--- config.mk ---
export PLATFORM = sky130hd
export DESIGN_NAME = ssd_page_scheduler_flat
export DESIGN_NICKNAME = d
export VERILOG_FILES = /design/src/rtl/ssd_page_if.sv /design/src/rtl/ssd_page_scheduler.sv /design/src/flat_wrapper.sv
export SDC_FILE = /design/constraint.sdc
export NUM_CORES = 1
export LEC_CHECK = 0
export ABC_AREA = 1
export CORE_AREA = 2 2 78 117
export CTS_CLUSTER_SIZE = 24
export DETAILED_ROUTE_END_ITERATION = 7
export DIE_AREA = 0 0 80 119
export PLACE_DENSITY = 0.86
export SLEW_MARGIN = 5
export SYNTH_ARGS = -nofsm -noshare
export SYNTH_HDL_FRONTEND = slang
export SYNTH_SLANG_ARGS = --single-unit
--- constraint.sdc ---
create_clock -name clk -period 3.73 [get_ports clk]
set_input_delay 0.373 -clock clk [delete_from_list [all_inputs] [get_ports clk]]
set_output_delay 0.373 -clock clk [all_outputs]
set_load 0.02 [all_outputs]
--- src/rtl/ssd_page_if.sv ---
// rtl/ssd_page_if.sv - bus bundle between the requesters, the page scheduler and the SSD driver
interface ssd_page_if #(
  parameter int SOURCES = 4,
  parameter int PW      = (SOURCES > 1) ? $clog2(SOURCES) : 1
);
  logic [SOURCES*16-1:0] src_data;
  logic [SOURCES-1:0]    src_valid;
  logic                  auto_en;
  logic                  step;
  logic                  urgent_req;
  logic [15:0]           urgent_data;
  logic                  urgent_ack;
  logic [15:0]           number;
  logic [PW-1:0]         page;
  logic                  number_valid;

  modport master (
    output src_data, src_valid, auto_en, step, urgent_req, urgent_data,
    input  urgent_ack, number, page, number_valid
  );

  modport slave (
    input  src_data, src_valid, auto_en, step, urgent_req, urgent_data,
    output urgent_ack, number, page, number_valid
  );
endinterface

--- src/rtl/ssd_page_scheduler.sv ---
// rtl/ssd_page_scheduler.sv - page rotation and urgent preemption for the shared seven-segment display (optional SSD_PAGE_TAG_EN)
module ssd_page_scheduler #(
  parameter int SOURCES     = 4,
  parameter int HOLD_CYCLES = 100000000
) (
  input  logic        clk,
  input  logic        rst_n,
  ssd_page_if.slave   bus
);
  localparam int PW = (SOURCES > 1) ? $clog2(SOURCES) : 1;
  localparam int CW = $clog2(HOLD_CYCLES);

  typedef enum logic [1:0] {IDLE, SHOW, URGENT} state_t;

  state_t        state_q, state_d;
  logic [PW-1:0] page_q, page_d;
  logic [15:0]   number_q, number_d;
  logic          valid_q, valid_d;
  logic          ack_q, ack_d;
  logic [CW-1:0] cnt_q, cnt_d;
  logic [2:0]    step_sync_q, step_sync_d;

  logic [PW-1:0] next_page;
  logic [PW-1:0] first_page;
  logic [PW-1:0] cand;
  logic          found;
  logic          any_valid;
  logic          step_edge;
  logic          expire;

  // Word presented on the display for a given source; tagged build puts the page index in the top digit
  function automatic logic [15:0] show_val(input logic [SOURCES*16-1:0] d, input logic [PW-1:0] p);
    logic [15:0] w;
    logic [3:0]  tag;
    w   = d[16*int'(p) +: 16];
    tag = 4'(p);
`ifdef SSD_PAGE_TAG_EN
    return {tag, w[11:0]};
`else
    tag = 4'd0;
    return w | {tag, 12'd0};
`endif
  endfunction

  // Candidate pages: next valid above the current one (wrapping) and the lowest valid overall
  always_comb begin
    next_page  = page_q;
    first_page = '0;
    cand       = '0;
    found      = 1'b0;
    for (int k = 1; k <= SOURCES; k++) begin
      cand = PW'((int'(page_q) + k) % SOURCES);
      if (!found && bus.src_valid[cand]) begin
        next_page = cand;
        found     = 1'b1;
      end
    end
    for (int i = SOURCES - 1; i >= 0; i--) begin
      if (bus.src_valid[i]) first_page = PW'(i);
    end
  end

  assign any_valid   = |bus.src_valid;
  assign step_edge   = step_sync_q[1] & ~step_sync_q[2];
  assign expire      = bus.auto_en && (cnt_q == CW'(HOLD_CYCLES - 1));
  assign step_sync_d = {step_sync_q[1:0], bus.step};

  // Next-state and registered-output logic; urgent beats all-invalid beats step/timer
  always_comb begin
    state_d  = state_q;
    page_d   = page_q;
    number_d = 16'd0;
    valid_d  = 1'b0;
    ack_d    = 1'b0;
    cnt_d    = '0;
    if (bus.urgent_req) begin
      state_d  = URGENT;
      ack_d    = (state_q != URGENT);
      number_d = bus.urgent_data;
      valid_d  = 1'b1;
    end else if (!any_valid) begin
      state_d = IDLE;
    end else begin
      unique case (state_q)
        IDLE: begin
          state_d  = SHOW;
          page_d   = first_page;
          number_d = show_val(bus.src_data, first_page);
          valid_d  = 1'b1;
        end
        URGENT: begin
          state_d  = SHOW;
          number_d = show_val(bus.src_data, page_q);
          valid_d  = 1'b1;
        end
        default: begin
          valid_d = 1'b1;
          if (!bus.src_valid[page_q] || step_edge || expire) begin
            page_d   = next_page;
            number_d = show_val(bus.src_data, next_page);
          end else begin
            number_d = show_val(bus.src_data, page_q);
            cnt_d    = bus.auto_en ? cnt_q + CW'(1) : '0;
          end
        end
      endcase
    end
  end

  // State, output and synchroniser registers
  always_ff @(posedge clk or negedge rst_n) begin
    if (!rst_n) begin
      state_q     <= IDLE;
      page_q      <= '0;
      number_q    <= 16'd0;
      valid_q     <= 1'b0;
      ack_q       <= 1'b0;
      cnt_q       <= '0;
      step_sync_q <= 3'b000;
    end else begin
      state_q     <= state_d;
      page_q      <= page_d;
      number_q    <= number_d;
      valid_q     <= valid_d;
      ack_q       <= ack_d;
      cnt_q       <= cnt_d;
      step_sync_q <= step_sync_d;
    end
  end

  assign bus.number       = number_q;
  assign bus.page         = page_q;
  assign bus.number_valid = valid_q;
  assign bus.urgent_ack   = ack_q;
endmodule

--- src/flat_wrapper.sv ---
// flat-port wrapper written by rule: the top's interface ports become plain ports
module ssd_page_scheduler_flat 
#(
  parameter int SOURCES     = 4,
  parameter int HOLD_CYCLES = 100000000
)
  (clk, rst_n, bus_src_data, bus_src_valid, bus_auto_en, bus_step, bus_urgent_req, bus_urgent_data, bus_urgent_ack, bus_number, bus_page, bus_number_valid);
  ssd_page_if #(.SOURCES(SOURCES)) bus_i ();
  input  logic clk;
  input  logic rst_n;
  input wire logic [$bits(bus_i.src_data)-1:0] bus_src_data;
  input wire logic [$bits(bus_i.src_valid)-1:0] bus_src_valid;
  input wire logic [$bits(bus_i.auto_en)-1:0] bus_auto_en;
  input wire logic [$bits(bus_i.step)-1:0] bus_step;
  input wire logic [$bits(bus_i.urgent_req)-1:0] bus_urgent_req;
  input wire logic [$bits(bus_i.urgent_data)-1:0] bus_urgent_data;
  output wire logic [$bits(bus_i.urgent_ack)-1:0] bus_urgent_ack;
  output wire logic [$bits(bus_i.number)-1:0] bus_number;
  output wire logic [$bits(bus_i.page)-1:0] bus_page;
  output wire logic [$bits(bus_i.number_valid)-1:0] bus_number_valid;
  assign bus_i.src_data = bus_src_data;
  assign bus_i.src_valid = bus_src_valid;
  assign bus_i.auto_en = bus_auto_en;
  assign bus_i.step = bus_step;
  assign bus_i.urgent_req = bus_urgent_req;
  assign bus_i.urgent_data = bus_urgent_data;
  assign bus_urgent_ack = bus_i.urgent_ack;
  assign bus_number = bus_i.number;
  assign bus_page = bus_i.page;
  assign bus_number_valid = bus_i.number_valid;
  ssd_page_scheduler #(.SOURCES(SOURCES), .HOLD_CYCLES(HOLD_CYCLES)) u_core (.clk(clk), .rst_n(rst_n), .bus(bus_i));
endmodule
# ---- Word-level counts from Yosys, hierarchy flattened
# Cells that the tools add are included.
dict set report totals {
  word_cells 81
  reg_bits 52
  out_inout_bits 20
  input_bits 89
}
dict set report op_classes {
  reduce_logical 15
  shift 3
  bitwise 4
  n_eq_ne 4
  n_lt_le_gt_ge 5
  n_addsub 5
  n_mux 38
}
# op n
set op_table {}
lappend op_table {{$shiftx 64x7->16} 3}
lappend op_table {{$mux 27} 5}
lappend op_table {{$mux 16} 3}
lappend op_table {{$pmux 16 s2} 1}
lappend op_table {{$add 27x1->27 const B} 1}
lappend op_table {{$eq 27x27->1 const B} 1}
lappend op_table {{$mux 2} 12}
lappend op_table {{$lt 2x3->1 const B} 5}
lappend op_table {{$mux 1} 11}
lappend op_table {{$bmux 1 s2} 5}
lappend op_table {{$add 2x1->2 const B} 2}
lappend op_table {{$add 2x2->2 const B} 2}
lappend op_table {{$logic_and 1x1->1} 4}
lappend op_table {{$logic_not 1->1} 4}
lappend op_table {{$pmux 2 s2} 1}
lappend op_table {{$reduce_and 4->1} 1}
lappend op_table {{$reduce_or 4->1} 1}
lappend op_table {{$ne 3x3->1 const B} 1}
lappend op_table {{$not 1->1} 3}
lappend op_table {{$eq 2x2->1 const B} 1}
lappend op_table {{$logic_not 2->1} 1}
lappend op_table {{$logic_or 1x1->1} 2}
lappend op_table {{$ne 2x2->1 const B} 1}
lappend op_table {{$reduce_bool 2->1} 1}
lappend op_table {{2 further kinds} 2}

# ---- Longest topological paths before layout
dict set report logic_depth {
  ltp_word 18
  mapped_depth 17
  depth_no_buf 17
}

# ---- Least setup slack after synthesis
# Ideal clock, no wire load.
dict set report synth_path {
  path_kind {reg2reg}
  from {register u_core.page_q[0], in the netlist u_core.bus.page[0]}
  to {register u_core.number_q[15], in the netlist u_core.bus.number[15]}
  synth_period_minus_slack_ns 1.942
  n_path_buf 2
  required_time_ns 3.614
  path_slack_ns 1.788
  setup_time_ns 0.116
  path_stages_with_launch 18
  arrival_time_ns 1.826
  path_cell_list {dfrtp_1 buf_4 nand2_1 nand2_1 nand2_1 nand2_1 nand2_4 nand2_2 nand2_4 nand2_4 buf_8 nand2_1 o21ai_1 nand2_1 nand3_1 nand2_1 nand2_1 nand2_1}
}
dict set report synth_between {
  elab_chain_cells 18
  elab_cells_between_ends 36
  classes_between {add/sub: 4; shift: 2; mux: 21; reduce/logical: 9}
}
# item line
set synth_lines {}
lappend synth_lines {{start: declaration} ssd_page_scheduler.sv:16} ;# logic [PW-1:0] page_q, page_d;
lappend synth_lines {{start signal: assignment} ssd_page_scheduler.sv:122} ;# page_q <= page_d;
lappend synth_lines {{$add 2x1->2} ssd_page_scheduler.sv:52} ;# cand = PW'((int'(page_q) + k) % SOURCES);
lappend synth_lines {{$bmux 1 s2} ssd_page_scheduler.sv:53} ;# if (!found && bus.src_valid[cand]) begin
lappend synth_lines {{$mux 1 (implied by the code)} ssd_page_scheduler.sv:53}
lappend synth_lines {{$mux 1} ssd_page_scheduler.sv:53}
lappend synth_lines {{$logic_not 1->1} ssd_page_scheduler.sv:53}
lappend synth_lines {{$logic_and 1x1->1} ssd_page_scheduler.sv:53}
lappend synth_lines {{$mux 1} ssd_page_scheduler.sv:53}
lappend synth_lines {{$logic_not 1->1} ssd_page_scheduler.sv:53}
lappend synth_lines {{(+3 left out)} -}
lappend synth_lines {{$logic_and 1x1->1} ssd_page_scheduler.sv:53}
lappend synth_lines {{$mux 2} ssd_page_scheduler.sv:53}
lappend synth_lines {{$shiftx 64x7->16} ssd_page_scheduler.sv:35} ;# w = d[16*int'(p) +: 16];
lappend synth_lines {{$mux 16} ssd_page_scheduler.sv:98} ;# if (!bus.src_valid[page_q] || step_edge || expire) begin
lappend synth_lines {{$pmux 16 s2 *} ssd_page_scheduler.sv:84} ;# unique case (state_q)
lappend synth_lines {{$mux 16 *} ssd_page_scheduler.sv:81} ;# end else if (!any_valid) begin
lappend synth_lines {{$mux 16 *} ssd_page_scheduler.sv:76} ;# if (bus.urgent_req) begin
lappend synth_lines {{named net u_core.number_d[15]} ssd_page_scheduler.sv:17} ;# logic [15:0] number_q, number_d;
lappend synth_lines {{end signal: assignment} ssd_page_scheduler.sv:123} ;# number_q <= number_d;
lappend synth_lines {{end: declaration} ssd_page_scheduler.sv:17}
# Mark *: on every way through the listed nets, which the timed path passes. The rest lies on a longest branch. The select of a mux whose other input is x is not followed.
# A chain may end at the register's enable or synchronous reset.

# ---- Worst setup path after layout
dict set report layout_path {
  from {register u_core.page_q[0], in the netlist u_core.bus.page[0]}
  to {register u_core.number_q[3], in the netlist u_core.bus.number[3]}
}
# The elaborated chain is that of the path after synthesis.

==> metrics <==
run status finished clean; worst hold path class in -> async; critical path, cell by cell inv_2 -> nand2_2 -> nand2_4 -> nand2_4 -> nand2_4 -> inv_4 -> nand3_4 -> nand2_4 -> nand2_2 -> o21ai_1 -> nand2_1 -> nand3_1 -> nand2_1 -> nand2_1 -> nand2_1; top-level port count 109; Area Overhead vs Synth 27.46%; Worst Path Class, Setup reg -> reg; number of max-cap violations 0; Register-to-Register Path Depth 15; total power per unit cell area 632.4 nW/µm²; Clock Path Buffers 2; Setup Viol. Count Final 0; share of cells above drive strength 1 7.125%; maximum number of pins on one net before global-route repair 53; synth warn 0; top cells by area in the synthesized netlist sky130_fd_sc_hd__dfrtp_1 (28%), sky130_fd_sc_hd__nand2_1 (15%), sky130_fd_sc_hd__inv_1 (7.0%), sky130_fd_sc_hd__o21ai_0 (6.4%), sky130_fd_sc_hd__nor2_1 (6.4%); number of storage elements in the synthesis netlist 52; Post-Layout Inst Area 5843 µm²; Post-DP HPWL 10.82 mm; final cycle utilization of the critical path 77.01%; Total Die Area 9520 µm²; Top Family by Delay on Critical Path simple AND/OR/NAND/NOR gates; maximum clock skew at final layout 9.297 ps; ys flop type sky130_fd_sc_hd__dfrtp_1; detail-routed via count per cell 5.812; worst r2r dst u_core.bus.number[3]; setup total negative slack 0 ps; remaining antenna violation count 0; Compound-Gate Fraction of Synth Area 20.96%; GRT Resource Usage Total 32.56%; proportion of synthesized chip area in sequential cells 28.38%; First DRT Iteration DRCs 370; die outline height 119 µm; number of enable-type register cells in the synthesized netlist 0; ys async rst share 100.0%; final critical-path required period 2873 ps; ant diodes 0; cell with the largest stage delay on the worst path sky130_fd_sc_hd__dfrtp_1; slew of the pin with the lowest slew margin 819.4 ps; Post-Synth XOR/XNOR Area 2.866%; Avg WL per Cell 16.49 µm; routability congestion estimate 0.9497; total routed wire length on the met1 layer 5.584 mm; maximum ir drop on the vdd rail 0.4253 mV; Static Leak 0.002708 µW; most used cells in the layout excluding fill and tap cells sky130_fd_sc_hd__nand2_1 (184), sky130_fd_sc_hd__clkdlybuf4s50_1 (107), sky130_fd_sc_hd__inv_1 (86), sky130_fd_sc_hd__nor2_1 (78), sky130_fd_sc_hd__o21ai_0 (59); core area 8618 µm²; count of mapped cells out of synthesis 723; Vias 5,370; instance area after placement 5672 µm²; most common cell after layout, fill and taps aside sky130_fd_sc_hd__nand2_1; max frequency 0.3481 GHz; distinct cell type count of the synthesized netlist 44; length of routed met3 wiring 1.306 mm; post-CTS setup repair buffer count 0; Max FO, Critical Path 51; Worst Path Required 3910 ps; Final Hold Fails 0; DP Worst Slack 938.8 ps; post-cts gate resize count 0; horizontal die dimension 80 µm; utilization after layout 67.80%; worst-case register-to-register setup slack 860 ps; Post-Syn Area per Cell 6.341 µm²; type of element launching the critical path flop; number of inserted filler cells in the final layout 752; number of global-route vias before repair 5,340; Sinks on Clock Net 52; number of max-slew violations in the final report 0; unrepaired setup endpoints after global routing no; signal arrival time at the worst endpoint 3050 ps; starting density of the core 53.19%; share of synthesized cell area in full adder, half adder and majority cells 0.2729%; source-to-sink clock delay at the later pin of the worst-skew pair 300 ps; largest area contributor in the netlist sky130_fd_sc_hd__dfrtp_1; DR WL met2 7.668 mm; TritonCTS clock tree built; master cell of the clock root buffer sky130_fd_sc_hd__clkbuf_16; number of hold buffers added after cts 0; clock buffer count from CTS 5; worst reg2reg startpoint u_core.bus.page[0]; post-synthesis share of cell area spent on and, or, nand and nor gates 35.73%; area of the mapped netlist 4584 µm²; number of antenna violations at the first check in global routing 0; main combinational cell family by area after synthesis simple AND/OR/NAND/NOR gates; Port Buf Inserts 108; clock-pin slew on the worst setup and hold paths 80 ps; Critical Path Sink Type flop; total routed wirelength 15.23 mm; relative slew slack 45.04%; number of design rule violations left after detail routing 0; area fraction of the dominant cell type after synthesis 28.38%; worst-case setup margin in the final layout 857.5 ps; number of nets in the final layout 903; crit path buf inv count 2; total number of H-tree levels 2; post-synth net total 813; portion of netlist area occupied by mux cells 0%; number of placement rows 42; first-pass GRT wire length 24.62 mm; Overflow after GRT 0; delay of the slowest critical-path stage 670 ps; count of TritonRoute iterations in the first routing pass 5; Final Power 3695 µW; highest signal layer in the routed design met4
==> flip-flops by register name (all words and copies together), names as in the netlist <==
name and cells:
u_core.bus.page 2, u_core.state_q 2, u_core.cnt_q 27, u_core.bus.number_valid 1
u_core.step_sync_q 3, u_core.bus.urgent_ack 1, u_core.bus.number 16
==> worst max-delay path by stage <==
stage | from | cells after the start | slack, ps | to
after detailed placement | bus_src_valid[1] | 16 | 940 | u_core.bus.number[1]
after CTS | u_core.bus.page[0] | 15 | 990 | u_core.bus.number[1]
final | u_core.bus.page[0] | 15 | 860 | u_core.bus.number[3]
after floorplan | u_core.bus.page[0] | 17 | 1790 | u_core.bus.number[15]
after global placement | bus_src_valid[1] | 16 | 980 | u_core.bus.number[3]
after global routing | u_core.bus.page[0] | 15 | 640 | u_core.bus.number[12]
==> layout make-up <==
class	instances	area [µm²]	area share (%)
multi-input cells	546	2743	46.94
flip-flops and latches	52	1301	22.27
repair buffers	117	1144	19.57
inverters	91	346.6	5.931
well taps	110	137.6	2.355
clock buffers	5	125.1	2.141
clock inverters	3	46.29	0.7923
==> logic make-up (layout without fill, tap and decap cells) <==
group,Yosys count,after routing
and+or+nand+nor,365,365
AOI/OAI and AO/OA,165,165
buffers and inverters,125,216
DFF,52,52
xor gates and xnor gates,15,15
adders and majority gates,1,1
==> stage by stage <==
stage | hold WS [ps] | cells
2_1_floorplan | 77.41 | 723
3_3_place_gp | 340.0 | 916
3_5_place_dp | 342.0 | 916
4_1_cts | 227.0 | 924
5_1_grt | 254.1 | 924
6_report | 186.9 | 924
==> per-layer routing <==
metal | up-vias | global-route usage (%)
met1 | 2444 | 37.73
li1 | 2552 | -
met2 | 313 | 56.72
met3 | 61 | 4.621
met4 | 0 | 17.06
met5 | - | 0
==> synth_stat cells (4+ instances only) <==
| master | n |
|---|---|
| sky130_fd_sc_hd__or2_2 | 4 |
| sky130_fd_sc_hd__o211ai_1 | 13 |
| sky130_fd_sc_hd__dfrtp_1 | 52 |
| sky130_fd_sc_hd__nor2_1 | 78 |
| sky130_fd_sc_hd__inv_1 | 86 |
| sky130_fd_sc_hd__a221oi_1 | 15 |
| sky130_fd_sc_hd__xnor2_1 | 5 |
| sky130_fd_sc_hd__nand2_4 | 9 |
| sky130_fd_sc_hd__nand3_1 | 47 |
| sky130_fd_sc_hd__nor3_1 | 10 |
| sky130_fd_sc_hd__buf_6 | 5 |
| sky130_fd_sc_hd__o21ai_0 | 59 |
| sky130_fd_sc_hd__clkbuf_1 | 18 |
| sky130_fd_sc_hd__a21oi_1 | 31 |
| sky130_fd_sc_hd__o22ai_1 | 4 |
| sky130_fd_sc_hd__nand2_2 | 16 |
| sky130_fd_sc_hd__nand4_1 | 5 |
| sky130_fd_sc_hd__buf_2 | 8 |
| sky130_fd_sc_hd__nand2_1 | 184 |
| sky130_fd_sc_hd__xor2_1 | 10 |
| sky130_fd_sc_hd__o21ai_1 | 31 |
==> power breakdown <==
part / switching, µW / total (µW) / internal, µW
Sequential: 67.5 / 698 / 631
Combinational: 1630 / 2450 / 821
Clock: 231 / 551 / 320
Total: 1920 / 3700 / 1770
Note: power is estimated with default switching activity, not from simulation.
